$ cat config.mk
export PLATFORM = sky130hd
export DESIGN_NAME = bf_norm_div
export DESIGN_NICKNAME = d
export VERILOG_FILES = /design/src/rtl/bf_norm_div.sv
export SDC_FILE = /design/constraint.sdc
export NUM_CORES = 1
export LEC_CHECK = 0
export CAP_MARGIN = 20
export CORE_MARGIN = 2
export CORE_UTILIZATION = 56
export CTS_CLUSTER_DIAMETER = 150
export DETAILED_ROUTE_END_ITERATION = 6
export PLACE_DENSITY = 0.75
export SLEW_MARGIN = 30
export SYNTH_ARGS = -nofsm -noshare
export SYNTH_HDL_FRONTEND = slang
export SYNTH_SLANG_ARGS = --single-unit
$ cat constraint.sdc
create_clock -name clk -period 4.25 [get_ports clk]
set_input_delay 0.85 -clock clk [delete_from_list [all_inputs] [get_ports clk]]
set_output_delay 0.85 -clock clk [all_outputs]
set_load 0.02 [all_outputs]
$ cat src/rtl/bf_norm_div.sv
`default_nettype none
// ============================================================================
// Module      : bf_norm_div
// Description : Accumulate-and-normalise stage of the bilateral filter.
//               Sums weight x intensity products and weights over one
//               window, then divides with an 8-cycle restoring divider to
//               produce a round-half-up 8-bit filtered pixel.
// Revision    : 1.0 - initial release
// ============================================================================
module bf_norm_div #(
  parameter int NTAPS = 121,
  parameter int PW    = 15,
  parameter int WW    = 7
) (
  input  logic          clk,
  input  logic          rst,
  input  logic          in_valid,
  output logic          in_ready,
  input  logic [PW-1:0] in_prod,
  input  logic [WW-1:0] in_w,
  input  logic          in_last,
  output logic          out_valid,
  input  logic          out_ready,
  output logic [7:0]    out_pix,
  output logic          out_zero_w,
  output logic          sync_err
);

  // Counter and accumulator widths; sums cannot overflow for NTAPS taps.
  localparam int CW  = $clog2(NTAPS);
  localparam int SPW = PW + CW;
  localparam int SWW = WW + CW;
  localparam int RW  = SPW + 1;

  localparam logic [CW-1:0] LAST_CNT = CW'(NTAPS - 1);

  localparam logic [1:0] S_ACC = 2'd0;
  localparam logic [1:0] S_DIV = 2'd1;
  localparam logic [1:0] S_OUT = 2'd2;

  logic [1:0]     state;
  logic [1:0]     state_nxt;
  logic [CW-1:0]  count;
  logic [SPW-1:0] sum_p;
  logic [SWW-1:0] sum_w;
  logic [RW-1:0]  rem;
  logic [SWW-1:0] divisor;
  logic [7:0]     quot;
  logic [2:0]     bit_idx;
  logic [7:0]     pix;
  logic           zero_w;
  logic           err;

  logic           tap_xfer;
  logic           at_last_cnt;
  logic           win_end;
  logic [SPW-1:0] sum_p_nxt;
  logic [SWW-1:0] sum_w_nxt;
  logic [RW-1:0]  dividend;
  logic [RW-1:0]  shifted_w;
  logic           q_bit;

  assign tap_xfer    = in_valid & in_ready;
  assign at_last_cnt = (count == LAST_CNT);
  assign win_end     = tap_xfer & (in_last | at_last_cnt);

  // Running sums including the tap being transferred this cycle.
  assign sum_p_nxt = sum_p + SPW'(in_prod);
  assign sum_w_nxt = sum_w + SWW'(in_w);

  // Adding half the divisor turns the truncating divide into round-half-up.
  assign dividend = RW'(sum_p_nxt) + RW'(sum_w_nxt[SWW-1:1]);

  // A zero divisor must never produce a quotient bit.
  assign shifted_w = RW'(divisor) << bit_idx;
  assign q_bit     = (divisor != '0) && (rem >= shifted_w);

  // State register.
  always_ff @(posedge clk) begin
    if (rst) begin
      state <= S_ACC;
    end else begin
      state <= state_nxt;
    end
  end

  // Next-state logic: accumulate, divide for 8 cycles, then hold result.
  always_comb begin
    state_nxt = state;
    case (state)
      S_ACC:   if (win_end) state_nxt = S_DIV;
      S_DIV:   if (bit_idx == 3'd0) state_nxt = S_OUT;
      S_OUT:   if (out_ready) state_nxt = S_ACC;
      default: state_nxt = S_ACC;
    endcase
  end

  // Handshake outputs decoded directly from the state.
  always_comb begin
    in_ready  = (state == S_ACC);
    out_valid = (state == S_OUT);
  end

  // Datapath: accumulators, restoring divider, result and sticky error.
  always_ff @(posedge clk) begin
    if (rst) begin
      count   <= '0;
      sum_p   <= '0;
      sum_w   <= '0;
      rem     <= '0;
      divisor <= '0;
      quot    <= '0;
      bit_idx <= '0;
      pix     <= '0;
      zero_w  <= 1'b0;
      err     <= 1'b0;
    end else begin
      case (state)
        S_ACC: begin
          if (tap_xfer) begin
            count <= count + 1'b1;
            sum_p <= sum_p_nxt;
            sum_w <= sum_w_nxt;
          end
          if (win_end) begin
            rem     <= dividend;
            divisor <= sum_w_nxt;
            bit_idx <= 3'd7;
            quot    <= '0;
            // Window closed by only one of the two criteria: framing is off.
            if (in_last != at_last_cnt) err <= 1'b1;
          end
        end
        S_DIV: begin
          if (q_bit) rem <= rem - shifted_w;
          quot    <= {quot[6:0], q_bit};
          bit_idx <= bit_idx - 3'd1;
          if (bit_idx == 3'd0) begin
            pix    <= {quot[6:0], q_bit};
            zero_w <= (divisor == '0);
          end
        end
        S_OUT: begin
          if (out_ready) begin
            count <= '0;
            sum_p <= '0;
            sum_w <= '0;
          end
        end
        default: ;
      endcase
    end
  end

  assign out_pix    = pix;
  assign out_zero_w = zero_w;
  assign sync_err   = err;

endmodule
`default_nettype wire

### Word-level counts from Yosys, hierarchy flattened

Index checks and enable logic that the tools add are counted.

| word-level totals | value |
|---|---|
| flip-flop bits (word level) | 102 |
| bits in latches | 0 |
| memory bits (writable) | 0 |
| bits in read-only memories | 0 |
| input bits | 27 |
| logic and storage cells | 65 |
| memories kept | 0 |

| operators by class | value |
|---|---|
| $add $sub $neg | 6 |
| multiply operators | 0 |
| div/mod/pow operators | 0 |
| magnitude comparators | 1 |
| equal/unequal tests | 9 |
| shift-type cells | 1 |
| mux-type cells | 20 |
| bitwise logic cells | 3 |
| reductions and logical operators | 14 |

Operator list:

| operator | number |
|---|---|
| 23-bit 2-to-1 mux | 2 |
| 23-bit one-hot mux with 2 select lines | 1 |
| 22-bit 2-to-1 mux | 2 |
| 22-bit one-hot mux with 2 select lines | 1 |
| 14-bit 2-to-1 mux | 2 |
| 14-bit one-hot mux with 2 select lines | 1 |
| 7-bit one-hot mux with 2 select lines | 2 |
| 22-bit by 13-bit adder with 23-bit output | 1 |
| 23-bit >= comparator | 1 |
| 14-bit by 3-bit << shifter with 23-bit output | 1 |
| 23-bit subtractor | 1 |
| 22-bit by 15-bit adder with 22-bit output | 1 |
| 7-bit 2-to-1 mux | 3 |
| 14-bit by 7-bit adder with 14-bit output | 1 |
| 14-bit logical NOT | 1 |
| 14-bit nonzero test | 1 |
| 3-bit AND reduction | 4 |
| 7-bit by 1-bit adder with 7-bit output (second input constant) | 1 |
| 7-bit equality test (second input constant) | 1 |
| 2-bit 2-to-1 mux | 3 |
| 2-bit by 1-bit inequality test with 1-bit output (second input constant) | 3 |
| 2-bit one-hot mux with 3 select lines | 1 |
| 3-bit one-hot mux with 2 select lines | 1 |
| 2-bit AND reduction | 3 |
| other kinds (12) | 15 |

### Depth between registers and ports, before layout

| logic depth | value |
|---|---|
| depth in word-level cells | 5 |
| mapped depth | 18 |

### Worst setup path before layout

OpenSTA, ideal clock, no wires.

| timing path | value |
|---|---|
| path type | input port to flip-flop |
| start point | in in_w[0] |
| end point | reg rem[22] |
| arrival | 4.393 ns |
| slack | -0.212 ns |
| stages | 17 |
| cell sequence | ha_1 > inv_1 > fa_1 > nand2b_1 > a21o_1 > a21boi_0 > nor2_1 > ha_1 > nor3_1 > nor2_1 > o21a_1 > a21boi_0 > o41a_1 > maj3_2 > o31a_1 > or4_1 > o21ai_1 |

| on the way | value |
|---|---|
| longest elaborated chain between the ends | 4 |

Ends and longest elaborated chain:

| element | RTL line | RTL |
|---|---|---|
| start, declared | 20 | `input logic [WW-1:0] in_w,` |
| 14-bit by 7-bit adder with 14-bit output | 69 | `assign sum_w_nxt = sum_w + SWW'(in_w);` |
| named net sum_w_nxt[6] | 58 | `logic [SWW-1:0] sum_w_nxt;` |
| 22-bit by 13-bit adder with 23-bit output | 72 | `assign dividend = RW'(sum_p_nxt) + RW'(sum_w_nxt[SWW-1:1]);` |
| 23-bit 2-to-1 mux | 125 | `if (win_end) begin` |
| 23-bit one-hot mux with 2 select lines | 118 | `case (state)` |
| end signal, assigned | 126 | `rem <= dividend;` |
| end signal, assigned | 135 | `if (q_bit) rem <= rem - shifted_w;` |
| end, declared | 46 | `logic [RW-1:0] rem;` |

The timed path passes the listed nets, and every way through them passes these cells. The select of a mux whose other input is x is not followed.
A chain may end at the register's enable or synchronous reset.

### Final worst setup path

| timing path | value |
|---|---|
| start point | in in_prod[0] |
| end point | reg rem[17] |

| on the way | value |
|---|---|
| longest elaborated chain between the ends | 4 |

Ends and longest elaborated chain:

| element | RTL line | RTL |
|---|---|---|
| start, declared | 19 | `input logic [PW-1:0] in_prod,` |
| 22-bit by 15-bit adder with 22-bit output | 68 | `assign sum_p_nxt = sum_p + SPW'(in_prod);` |
| 22-bit by 13-bit adder with 23-bit output | 72 |  |
| 23-bit 2-to-1 mux | 125 |  |
| 23-bit one-hot mux with 2 select lines | 118 |  |

No other way between the ends. The select of a mux whose other input is x is not followed.

==> summary.md <==
| Metric | Value |
|---|---|
| Placed cells | around 1.3k |
| Clock transition at path regs | 0.07 ns |
| Yosys cell types | 66 |
| Max-cap viol count | 0 |
| Die Area | ~15,000 um^2 |
| Clock Tree Buf Depth | 2 |
| Final setup violation count | 0 |
| DRT antenna net count | 0 |
| IO buf count | 38 |
| Critical path class | input pin to register |
| Most frequent cells in the layout | buf_4 (153), nor2_1 (113), dfxtp_1 (100) |
| Fraction of the mapped netlist area in adder cells | 0.109 |
| Final Util | 0.743 |
| Antenna violations before repair | 0 |
| Wire length on met1 | 9890 um |
| Vias/cell | around 5.9 |
| CTS buffer count | 9 |
| Hold slack | 0.455 ns |
| Synth Cell Area | between 7000 and 8000 um^2 |
| Final GP Congestion | 0.947 |
| Clk Latency, worst-skew pair | around 0.36 ns |
| Max Fanout on Critical Path | 4 |
| Max Slew Vio Count | 0 |
| Die Ht | approximately 120 um |
| DRT iter0 DRCs | 649 |
| Net count, final | between 1k and 1.5k |
| DR WL met2 | 9950 um |
| Die X-Extent | 120 um |
| CTS tree | yes |
| Final Critical Period | 4.23 ns |
| Worst setup EP type | register |
| Routed wl met3 | 1210 um |
| Post-synth top flop | dfxtp_1 |
| Final Cycle Share | 0.996 |
| Gr usage total | 0.291 |
| Via count | 7,824 |
| CORE AREA | 13,200 um^2 |
| Crit path capture | rem[17] |
| Multiplexer share of the synthesized area | 0.0458 |
| Slew margin rel. | 0.486 |
| Final hold violations | 0 |
| FF-to-FF Start | bit_idx[0] |
| Root Buffer | clkbuf_16 |
| Most common cell after layout, fill and taps aside | buf_4 |
| Largest family of logic cells by synthesized area | compound AO/OA/AOI/OAI gates |
| Leakage | around 4.1 nW |
| Reg-to-reg slack, setup | 0.20 ns |
| Compound-cell area share of the yosys netlist | 0.240 |
| Post-synthesis xor/xnor area fraction | 0.0772 |
| Worst Path Required | ~4.5 ns |
| First-pass GRT wire length | about 34,000 um |
| Boundary Pins | 39 |
| Row count | 42 |
| RSZ-0062 raised after global routing | yes |
| Largest net degree at the start of global routing | 72 |
| Synthesized instance count | between 900 and 1k |
| Post-synth ARST share | 0 |
| DP HPWL | ~14,000 um |
| Psw | about 1.9 mW |
| Uppermost layer routed | met4 |
| Crit path arrival time | around 4.5 ns |
| Wire length per cell | between 15 and 20 um |
| Final Cell Area | 9840 um^2 |
| Worst Tran Pin Value | approximately 0.77 ns |
| Total wire length | 21,700 um |
| Critical Path Source Type | input pin |
| Antenna Cells | 0 |
| FMAX | 0.236 GHz |
| Status | finished, final reports clean |
| Worst hold path type | register to register |
| Yosys reg bits | 102 |
| Initial Util | 0.574 |
| Maximum vdd ir drop | 295 uV |
| Number of synthesized flops with an enable pin | 0 |
| P&R area growth vs syn | 29.5% |
| Post-Synth Simple-Gate Area | 0.220 |
| Vias in the first global route | 7,190 |
| Int Pwr | about 2.8 mW |
| TritonRoute pass-1 iters | 5 |
| Reg2Reg Depth | 14 |
| Layout cells sized above 1 | 0.226 |
| Pwr dens | 482 nW/um^2 |
| Syn_nets | around 1.1k |
| Non-Filler Instances | 1,315 |
| Post-route DRC | 0 |
| Seq/Total Area, Yosys | 0.269 |
| Syn. warnings | 0 |
| Switch share | 0.403 |
| Post-DP Area | 9000 um^2 |
| R2r endpoint | rem[22] |
| Sequential Power Share | 0.240 |
| Final setup skew | 0.0104 ns |
| Combinational power share | 0.575 |
| Global route overflow | 0 |
| Clock Sinks | 102 |
| Syn Area/Cell | 7.77 um^2 |
| H-tree levels | 3 |
| Clk network pwr share | 0.185 |
| Crit path from | in_prod[0] |
-- metal layers --
metal / vias to the layer above / GRT usage
met5: - / 0
met4: 0 / 0.109
met3: 64 / 0.0382
met2: 287 / 0.481
met1: 3614 / 0.388
li1: 3859 / -
-- how the worst min path moves through the flow --
| stage | slack (ns) | cells after the start | from | to |
|---|---|---|---|---|
| floorplan | 0.43 | 2 | quot[6] | out_pix[7] |
| global placement | 0.44 | 2 | out_pix[6] | out_pix[6] |
| detailed placement | 0.45 | 2 | out_pix[2] | out_pix[2] |
| CTS | 0.46 | 2 | out_pix[2] | out_pix[2] |
| global route | 0.48 | 2 | out_pix[2] | out_pix[2] |
| finish | 0.45 | 2 | out_pix[2] | out_pix[2] |
-- metrics by stage --
| step | total power, mW | setup slack, ns | setup TNS [ns] |
|---|---|---|---|
| floorplan | 2.74 | 0.00220 | 0 |
| global placement | 3.53 | -0.593 | -5.77 |
| detailed placement | 3.57 | -0.647 | -6.71 |
| CTS | 4.57 | 0.0107 | 0 |
| global route | 5.03 | -0.109 | -0.324 |
| finish | 4.74 | 0.0167 | 0 |
-- critical path, cell delays in order --
cell and delay [ns]:
clkbuf_2 0.08, ha_2 0.17, inv_2 0.04, fa_2 0.38, buf_4 0.14, buf_4 0.12, xnor2_1 0.30, ha_1 0.20
buf_4 0.11, a21oi_1 0.07, o21ai_0 0.28, o21ai_0 0.19, nor4_1 0.50, o22ai_1 0.19, a31oi_1 0.20, buf_4 0.15
nand4_1 0.16, xnor2_2 0.20, o22ai_2 0.10
-- what timing repair did --
action | in CTS | in global routing
resized for setup | 31 | 47
pin swaps | 32 | 41
hold buffers | 0 | 0
setup endpoints to repair | 12 | 19
setup buffers | 28 | 4
-- state kept, by name, summed over array words and instances (netlist names), 2 cells and up --
signal   cells
rem         23
divisor     14
state        2
bit_idx      3
sum_w       14
sum_p       22
out_pix      8
count        7
quot         7
-- synth_stat cells, types with 5 or more instances --
cell type | instances | area, um^2
a31oi_1 | 8 | 50.1
nand3_1 | 31 | 155
mux2i_1 | 19 | 190
nor3_1 | 31 | 155
clkbuf_1 | 40 | 150
a22oi_1 | 33 | 248
o21a_1 | 8 | 60.1
xor2_1 | 21 | 184
dfxtp_1 | 102 | 2040
nor2b_1 | 12 | 75.1
o21ai_0 | 34 | 170
mux2_2 | 6 | 67.6
o22ai_1 | 5 | 31.3
o211ai_1 | 7 | 52.6
nand4_1 | 10 | 62.6
nor4_1 | 8 | 50.1
or3_1 | 5 | 31.3
or2_2 | 5 | 31.3
o21bai_1 | 8 | 60.1
ha_1 | 59 | 738
nand2b_1 | 21 | 131
nand2_1 | 86 | 323
a21o_1 | 20 | 150
a211oi_1 | 29 | 218
nor2_1 | 119 | 447
xnor2_1 | 46 | 403
and2_1 | 6 | 37.5
a21oi_1 | 96 | 480
inv_1 | 30 | 113
and3_1 | 8 | 50.1
-- kinds of logic after synthesis --
logic type	after synthesis
mux	29
xor+xnor	67
compound gates	283
flops	102
buf+inv	76
fa+ha+maj	64
simple gates	357
-- power groups by stage --
stage / logic (mW) / clock network, mW / registers, mW
6_report: 2.73 / 0.879 / 1.14
5_1_grt: 2.96 / 0.927 / 1.15
4_1_cts: 2.55 / 0.896 / 1.13
3_5_place_dp: 2.42 / 0 / 1.15
3_3_place_gp: 2.38 / 0 / 1.15
2_1_floorplan: 1.62 / 0 / 1.12
-- final cells by class --
| class | count | area (um^2) |
|---|---|---|
| Timing Repair Buffer | 190 | 1530 |
| Clock buffer | 9 | 225 |
| Fill cell | 986 | 3410 |
| Sequential cell | 102 | 2040 |
| Inverter | 31 | 120 |
| Multi-Input combinational cell | 800 | 5620 |
| Clock inverter | 7 | 85.1 |
| Tap cell | 176 | 220 |
Note: power is estimated with default switching activity, not from simulation.
